File: config.mk
export PLATFORM = sky130hd
export DESIGN_NAME = pc_sequencer
export DESIGN_NICKNAME = d
export VERILOG_FILES = /design/src/rtl/pc_sequencer.sv
export SDC_FILE = /design/constraint.sdc
export NUM_CORES = 1
export LEC_CHECK = 0
export CAP_MARGIN = 20
export CORE_MARGIN = 2
export CORE_UTILIZATION = 43
export DETAILED_ROUTE_END_ITERATION = 10
export MAX_ROUTING_LAYER = met4
export PLACE_DENSITY = 0.87
export SETUP_SLACK_MARGIN = 0.2
export SYNTH_ARGS = -nofsm -noshare
export SYNTH_HDL_FRONTEND = slang
export SYNTH_SLANG_ARGS = --single-unit
File: constraint.sdc
create_clock -name clk -period 5.5 [get_ports clk]
set_input_delay 0.55 -clock clk [delete_from_list [all_inputs] [get_ports clk]]
set_output_delay 0.55 -clock clk [all_outputs]
set_load 0.1 [all_outputs]
File: src/rtl/pc_sequencer.sv
// rtl/pc_sequencer.sv - program-counter sequencer sharing one external address adder
module pc_sequencer #(
    parameter int               WIDTH        = 16,
    parameter logic [WIDTH-1:0] RESET_VECTOR = 16'h0000,
    parameter logic [WIDTH-1:0] EXC_VECTOR   = 16'h0004,
    parameter logic [WIDTH-1:0] INC          = 16'h0001
) (
    input  logic             clk,
    input  logic             rst,
    input  logic             stall,
    input  logic             exc_req,
    input  logic             jmp_req,
    input  logic [WIDTH-1:0] jmp_target,
    input  logic             br_req,
    input  logic [WIDTH-1:0] br_base,
    input  logic [WIDTH-1:0] br_offset,
    output logic [WIDTH-1:0] add_op_a,
    output logic [WIDTH-1:0] add_op_b,
    input  logic [WIDTH-1:0] add_sum,
    output logic [WIDTH-1:0] pc,
    output logic             fetch_valid,
    output logic             br_ack,
    output logic             busy
);

    typedef enum logic [1:0] {
        BOOT = 2'd0,
        RUN  = 2'd1,
        CALC = 2'd2
    } state_t;

    state_t           state;
    state_t           state_next;
    logic [WIDTH-1:0] pc_next;
    logic [WIDTH-1:0] target;
    logic [WIDTH-1:0] target_next;
    logic             fetch_valid_next;
    logic             br_ack_next;
    logic             busy_next;

    // State and output registers; reset forces the boot vector and clears the pending target
    always_ff @(posedge clk or posedge rst) begin
        if (rst) begin
            state       <= BOOT;
            pc          <= RESET_VECTOR;
            target      <= '0;
            fetch_valid <= 1'b0;
            br_ack      <= 1'b0;
            busy        <= 1'b0;
        end else begin
            state       <= state_next;
            pc          <= pc_next;
            target      <= target_next;
            fetch_valid <= fetch_valid_next;
            br_ack      <= br_ack_next;
            busy        <= busy_next;
        end
    end

    // Next-state, redirect priority and adder operand steering (adder idles on pc+INC)
    always_comb begin
        state_next       = state;
        pc_next          = pc;
        target_next      = target;
        fetch_valid_next = fetch_valid;
        br_ack_next      = 1'b0;
        busy_next        = busy;
        add_op_a         = pc;
        add_op_b         = INC;

        case (state)
            BOOT: begin
                state_next       = RUN;
                fetch_valid_next = 1'b1;
            end
            RUN: begin
                if (exc_req) begin
                    pc_next = EXC_VECTOR;
                end else if (jmp_req) begin
                    pc_next = jmp_target;
                end else if (br_req) begin
                    add_op_a         = br_base;
                    add_op_b         = br_offset;
                    target_next      = add_sum;
                    state_next       = CALC;
                    fetch_valid_next = 1'b0;
                    busy_next        = 1'b1;
                    br_ack_next      = 1'b1;
                end else if (!stall) begin
                    pc_next = add_sum;
                end
            end
            CALC: begin
                // Redirect always completes here; only an exception can override the target
                state_next       = RUN;
                fetch_valid_next = 1'b1;
                busy_next        = 1'b0;
                pc_next          = exc_req ? EXC_VECTOR : target;
            end
            default: begin
                state_next = BOOT;
            end
        endcase
    end

endmodule

=== Word level (Yosys, flattened, before mapping) ===
Index checks and enable logic that the tools add are counted.

* Bitwise logic cells: 2
* Div/mod/pow operators: 0
* Reduce and logical (&&, ||, !) cells: 9
* Shift operators: 0
* Magnitude comparators: 0
* Equality and inequality tests: 7
* Mux-type cells: 30
* Multipliers: 0
* Add/sub/neg operators: 0

{| class="wikitable"
|+ Operators by type and width
! cell !! number
|-
| $mux W16 || 13
|-
| $pmux W16 S2 || 1
|-
| $reduce_and A4 Y1 || 3
|-
| $mux W1 || 10
|-
| $ne A4 B4 Y1 const B || 2
|-
| $mux W2 || 3
|-
| $ne A2 B2 Y1 const B || 3
|-
| $reduce_and A3 Y1 || 2
|-
| $pmux W1 S2 || 2
|-
| $pmux W2 S2 || 1
|-
| $reduce_bool A2 Y1 || 2
|-
| $eq A2 B1 Y1 const B || 1
|-
| $eq A2 B2 Y1 const B || 1
|-
| $logic_not A2 Y1 || 1
|-
| $not A1 Y1 || 2
|-
| $reduce_or A2 Y1 || 1
|}

* Register bits: 37
* RAM bits: 0
* Output and inout port bits: 51
* Bits in read-only memories: 0
* Memories kept: 0
* Latch bits: 0
* Input bits: 70

=== Depth between registers and ports, before layout ===
Gate-level depths: netlist of the first run.

* Word-level depth: 5
* Mapped depth: 9
* Gate-level depth less buffers: 6

=== Worst setup path before layout of the first run ===
OpenSTA, ideal clock, no wires.

* Path kind: in2out
* Start point: input port jmp_req
* End point: output port add_op_b[12]
* Required time: 4.950 ns
* Stages on the path: 6
* Data arrival time: 2.185 ns
* Buffers on the path: 3
* Setup slack: 2.765 ns
* Path through: clkbuf_4 -> nor2_1 -> and3_1 -> buf_2 -> buf_2 -> and2_1

* Word-level cells in the longest chain between the ends: 3

{| class="wikitable"
|+ RTL lines
! what !! line !! RTL
|-
| from (decl) || 12 || <nowiki>input logic jmp_req,</nowiki>
|-
| $mux W16 || 79 || <nowiki>end else if (jmp_req) begin</nowiki>
|-
| $mux W16 || 77 || <nowiki>if (exc_req) begin</nowiki>
|-
| $mux W16 || 71 || <nowiki>case (state)</nowiki>
|-
| to (decl) || 18 || <nowiki>output logic [WIDTH-1:0] add_op_b,</nowiki>
|}

No other way between the ends.

=== Final worst setup path of the first run ===
* Start point: input port jmp_req
* End point: register pc[0]

* Word-level cells in the longest chain between the ends: 3

{| class="wikitable"
|+ RTL lines
! what !! line !! RTL
|-
| $mux W16 || 79 ||
|-
| $mux W16 || 77 ||
|-
| $pmux W16 S2 || 71 ||
|-
| to (signal assigned) || 52 || <nowiki>pc <= pc_next;</nowiki>
|-
| to (decl) || 20 || <nowiki>output logic [WIDTH-1:0] pc,</nowiki>
|}

Several ways; a longest one is shown, not always the timed one.
A chain may end at the register's enable or synchronous reset.

==> impl_metrics.py, run 1 <==
metrics = {
    "logic_synthesis": {
        "synth_top_area_frac": 0.406,
        "syn_inst": 223,
        "synth_largest_area_cell": "dfrtp_1",
        "yosys-top-cells-count": "49 x nand2_1, 37 x dfrtp_1, 23 x mux2_1, 16 x a211oi_1, 16 x mux2i_1",
        "avgSynthCellArea_sq_um": 10.2,
        "yosys_warnings": 0,
        "synthFlopType": "dfrtp_1",
        "syn_nets": 298,
        "synth_edf_count": 0,
        "post-synth-top-count-cell": "nand2_1",
        "async_flop_share": 1.00,
        "synthDistinctLibCells": 28,
        "netlist_area_sq_mm": 0.00228,
        "synth_seq_area_share": 0.406,
        "synthTopCellsByArea": "dfrtp_1 41%, mux2_1 11%, nand2_1 8.1%, mux2i_1 7.0%, mux2_4 6.6%",
        "ys_ff_latch": 37,
    },
    "status": {
        "outcome": "completed",
    },
    "hold_path": {
        "min-delay-start": "target[2]",
        "hp-class": "register to register",
    },
    "grt": {
        "grt_pass1_vias": 2176,
        "grt_max_degree": 38,
        "grt_pass1_wl_mm": 10.2,
        "grt_use_total": 0.220,
        "grt_overflow_total": 0,
        "antenna_found_initial": 0,
    },
    "clock_network": {
        "cts.clk_slew.worst_paths_ps": 70,
        "hold_buffers": 0,
        "clockRootBuffer": "clkbuf_8",
        "cts_setup_buffers": 0,
        "cts_tree": "done",
        "clk_latency_ps": 290,
        "htree_levels": 2,
        "ctsResizeCount": 0,
        "ctsLongestPathBuffers": 2,
        "cts_made_buffers": 5,
        "numClockSinks": 37,
    },
    "sta": {
        "fmax_mhz": 274,
        "drv_slew": 0,
        "tightest_slew_ps": 981,
        "finClkSkew_ps": 5.59,
        "slew_headroom": 0.344,
        "setup_viol_count_final": 0,
        "fin_crit_sh": 0.664,
        "fin_tns_setup_ps": 0,
        "post-route-min-period_ps": 3650,
        "final-hold-violation-count": 0,
        "rsz0062_at_grt": "false",
        "whs_ps": 482,
    },
    "route": {
        "vias": 2078,
        "met1_length_mm": 2.58,
        "vias_per_cell": 5.07,
        "wl_met2_mm": 3.31,
        "wl_met3_microns": 329,
        "top_layer": "met4",
        "dr.pass1.iters": 4,
        "antenna_left": 0,
        "routedWlPerCell_microns": 15.4,
        "first_iter_violations": 122,
        "wl_mm": 6.33,
        "drc": 0,
    },
    "final_layout": {
        "antenna_cells": 0,
        "multiInputGateArea_sq_mm": 0.00124,
        "syn_to_final_growth_pct": 55.7,
        "drive_gt1_frac": 0.168,
        "final_nets": 414,
        "regArea_sq_um": 926,
        "final.fill_count": 411,
        "fin_util": 0.695,
    },
    "die": {
        "core_sq_mm": 0.00511,
        "die_w_microns": 76.8,
        "dieHeight_microns": 76.8,
        "io-pin-count": 121,
        "rows": 26,
        "start_util": 0.447,
        "dieArea_sq_mm": 0.00590,
    },
    "placement": {
        "io_buffers": 120,
        "place.detailed.hpwl_mm": 4.89,
        "place.gp.congestion": 0.860,
    },
    "worst_setup_path": {
        "arrival_ps": 3830,
        "cp_max_fo": 33,
        "start_kind": "primary input",
        "reg2reg_from": "state[1]",
        "worstSetupPathType": "primary input to register",
        "required_ps": 5670,
        "end_kind": "register",
        "startpoint": "jmp_req",
    },
    "power_and_ir_drop": {
        "p_seq_frac": 0.212,
        "leakage_nw": 1.70,
        "p_int_mw": 0.984,
        "ir_worst_vdd_mv": 0.363,
        "power.density_mw_per_mm2": 630,
        "p_sw_mw": 1.25,
        "combPwrFrac": 0.681,
        "power.total_mw": 2.24,
        "clkPwrFrac": 0.108,
        "switching_share": 0.560,
    },
    "flow_run": {
        "drv_cap": 0,
    },
}
==> worst paths after layout <==
check,end,slack [ps],depth (start not counted)
max in group asynchronous,state[1],4500,3
max,pc[0],1850,6
max reg2reg,pc[0],2160,6
min reg2reg,target[2],480,2
min,target[2],480,2
min in group asynchronous,pc[4],670,3
==> metrics by stage <==
stage | instance area (sq um) | setup slack, ps | std cells
global route | 3550 | 1610 | 410
detailed placement | 3430 | 1540 | 402
finish | 3550 | 1850 | 410
floorplan | 2280 | 2760 | 223
CTS | 3550 | 1840 | 410
global placement | 3430 | 1660 | 402
==> critical path, stage by stage <==
cell and delay (ps):
clkdlybuf4s50_1 390, buf_4 230, nand4bb_1 720, inv_2 670, a311o_1 860, mux2_1 390
==> area by class of cell <==
class	instances	area share
inverter	6	0.00634
clock buffer	7	0.0243
multi-input combinational	165	0.351
sequential	37	0.261
tap	70	0.0247
clock inverter	1	0.00846
timing repair buffer	124	0.325
==> cell families after synthesis <==
logic type                 after synthesis  share of synthesized area
AOI/OAI and AO/OA                       21                     0.0675
adders and majority gates                5                     0.0274
buffers and inverters                   21                     0.0483
DFF                                     37                      0.406
muxes                                   51                      0.259
and+or+nand+nor                         88                      0.191
==> registers in the layout, indices dropped and copies added (netlist names) <==
signal / cells
br_ack: 1
state: 2
busy: 1
target: 16
fetch_valid: 1
pc: 16
==> cell usage in the layout (no fill, tap or decap), drive strengths merged, types with 3 or more instances in the layout <==
| master | n |
|---|---|
| a211oi | 16 |
| a21oi | 3 |
| and2 | 15 |
| buf | 35 |
| clkbuf | 7 |
| clkdlybuf4s50 | 89 |
| dfrtp | 37 |
| ha | 5 |
| inv | 6 |
| mux2 | 35 |
| mux2i | 16 |
| nand2 | 49 |
| nor2b | 15 |
==> power groups by stage <==
stage | sequential (mW) | combinational [mW] | clock, mW
after floorplan | 0.836 | 0.847 | 0
after global placement | 0.470 | 1.50 | 0
after detailed placement | 0.478 | 1.52 | 0
after CTS | 0.474 | 1.53 | 0.244
after global routing | 0.489 | 1.59 | 0.255
final | 0.474 | 1.52 | 0.241
==> routing by layer <==
metal,vias up,global-route usage
li1,991,-
met1,985,0.255
met2,89,0.392
met3,13,0.0306
met4,0,0.0745
met5,-,-
(Power assumes the default switching activity.)
==> inputs of run 2 (changes only) <==
- CORE_UTILIZATION: 43 -> 40
- PLACE_DENSITY: 0.87 -> 0.82
- clock period: 5.5 -> 3.65 ns (I/O delays scaled with it)
==> run 2 against run 1 <==
- global-route usage shrank 0.69 points
- sequential power grew 50%
- cell area grew 12%
- cell count grew 1.2%
- combinational power grew 67%
- critical endpoint is now add_op_a[10]
- highest routed layer unchanged
==> impl_metrics.py, run 2 (same netlist as run 1, synthesis figures left out) <==
metrics = {
    "placement": {
        "place.gp.congestion": 0.772,
        "place_ws_ps": 815,
        "io_buffers": 120,
        "place.detailed.hpwl_mm": 4.82,
        "place_inst": 406,
    },
    "clock_network": {
        "htree_levels": 2,
        "clk_latency_ps": 290,
        "ctsLongestPathBuffers": 2,
        "cts.clk_slew.worst_paths_ps": 70,
        "hold_buffers": 0,
        "cts_tree": "done",
        "cts_setup_buffers": 0,
        "clockRootBuffer": "clkbuf_8",
        "numClockSinks": 37,
        "ctsResizeCount": 0,
        "cts_made_buffers": 5,
    },
    "sta": {
        "post-route-min-period_ps": 2750,
        "drv_slew": 0,
        "tightest_slew_ps": 980,
        "setup_viol_count_final": 0,
        "finClkSkew_ps": 2.58,
        "setup_ws_ps": 903,
        "slew_headroom": 0.344,
        "fin_crit_sh": 0.753,
        "final-hold-violation-count": 0,
        "fin_tns_setup_ps": 0,
        "rsz0062_at_grt": "false",
        "whs_ps": 290,
        "fmax_mhz": 364,
    },
    "power_and_ir_drop": {
        "ir_worst_vdd_mv": 0.654,
        "power.density_mw_per_mm2": 904,
        "leakage_nw": 1.83,
        "power.total_mw": 3.61,
    },
    "final_layout": {
        "drive_gt1_frac": 0.178,
        "final_nets": 417,
        "final.fill_count": 386,
        "syn_to_final_growth_pct": 75.1,
        "reg.largest.list": "pc: 16 flops, target: 16 flops, state: 2 flops",
        "final_cells": 415,
        "final_cell_mix": "88 x clkdlybuf4s50_1, 49 x nand2_1, 37 x dfrtp_1",
        "antenna_cells": 0,
        "final_common_cell": "clkdlybuf4s50_1",
    },
    "die": {
        "dieHeight_microns": 79.5,
        "dieArea_sq_mm": 0.00632,
        "die_w_microns": 79.5,
        "rows": 27,
        "start_util": 0.414,
        "core_sq_mm": 0.00551,
        "io-pin-count": 121,
    },
    "grt": {
        "grt_overflow_total": 0,
        "grt_use_total": 0.213,
        "grt_pass1_wl_mm": 10.3,
        "grt_max_degree": 33,
        "antenna_found_initial": 0,
        "grt_pass1_vias": 2132,
    },
    "route": {
        "antenna_left": 0,
        "drc": 0,
        "routedWlPerCell_microns": 15.2,
        "first_iter_violations": 136,
        "vias_per_cell": 4.98,
        "wl_mm": 6.29,
        "dr.pass1.iters": 4,
        "vias": 2065,
    },
    "worst_setup_path": {
        "required_ps": 3280,
        "cp_max_fo": 18,
        "worstSetupPathType": "primary input to output pin",
        "start_kind": "primary input",
        "end_kind": "output pin",
        "arrival_ps": 2380,
    },
    "flow_run": {
        "drv_cap": 0,
    },
    "hold_path": {
        "hp-class": "primary input to asynchronous set/reset pin",
    },
    "status": {
        "outcome": "completed",
    },
}
==> run 2: cell types whose count changed in the layout (fill, tap and decap cells not counted) <==
cell / change
buf_12: +32
buf_4: -29
buf_16: +1
clkdlybuf4s50_1: -1
==> run 2: final timing paths <==
| check | slack, ps | depth (start not counted) | start | endpoint |
|---|---|---|---|---|
| setup reg to reg | 1430 | 6 | state[1] | pc[5] |
| setup / recovery | 900 | 6 | jmp_req | add_op_a[10] |
| hold / removal | 290 | 2 | rst | pc[5] |
| hold reg to reg | 470 | 2 | target[8] | target[8] |
| min in group clk | 470 | 2 | target[8] | target[8] |
| max in group asynchronous | 2970 | 3 | rst | pc[9] |
==> run 2: worst max-delay path, cell delays in order <==
cell             delay (ps)
clkdlybuf4s50_1         730
nor2_1                  260
and3_1                  170
buf_4                   260
mux2_1                  400
buf_12                  180
==> run 2: area by class of cell <==
| type | count | area, sq um | share of cell area |
|---|---|---|---|
| Tap cell | 72 | 90.1 | 0.0226 |
| Clock inverter | 1 | 30.0 | 0.00752 |
| Clock buffer | 7 | 86.3 | 0.0216 |
| Multi-Input combinational cell | 165 | 1240 | 0.312 |
| Timing Repair Buffer | 127 | 1590 | 0.399 |
| Sequential cell | 37 | 926 | 0.232 |
| Inverter | 6 | 22.5 | 0.00564 |
==> run 2: layer usage <==
layer  track usage  up-vias  share of wire
met5             -        -              0
met4        0.0672        0          0.014
met3        0.0441        7          0.061
met2         0.364       78           0.51
met1         0.253      985           0.42
li1              -      995              -
==> run 2: per-stage QoR <==
| step | util | cell area [sq um] |
|---|---|---|
| after global routing | 0.725 | 3990 |
| after CTS | 0.720 | 3970 |
| after global placement | 0.699 | 3850 |
| after detailed placement | 0.699 | 3850 |
| final | 0.725 | 3990 |
| after floorplan | - | 2280 |
==> run 2: power by group <==
part	internal, mW	switching (mW)	leakage, nW
logic	0.883	1.66	1.31
registers	0.591	0.119	0.465
clock network	0.223	0.142	0.0585
total	1.70	1.92	1.83
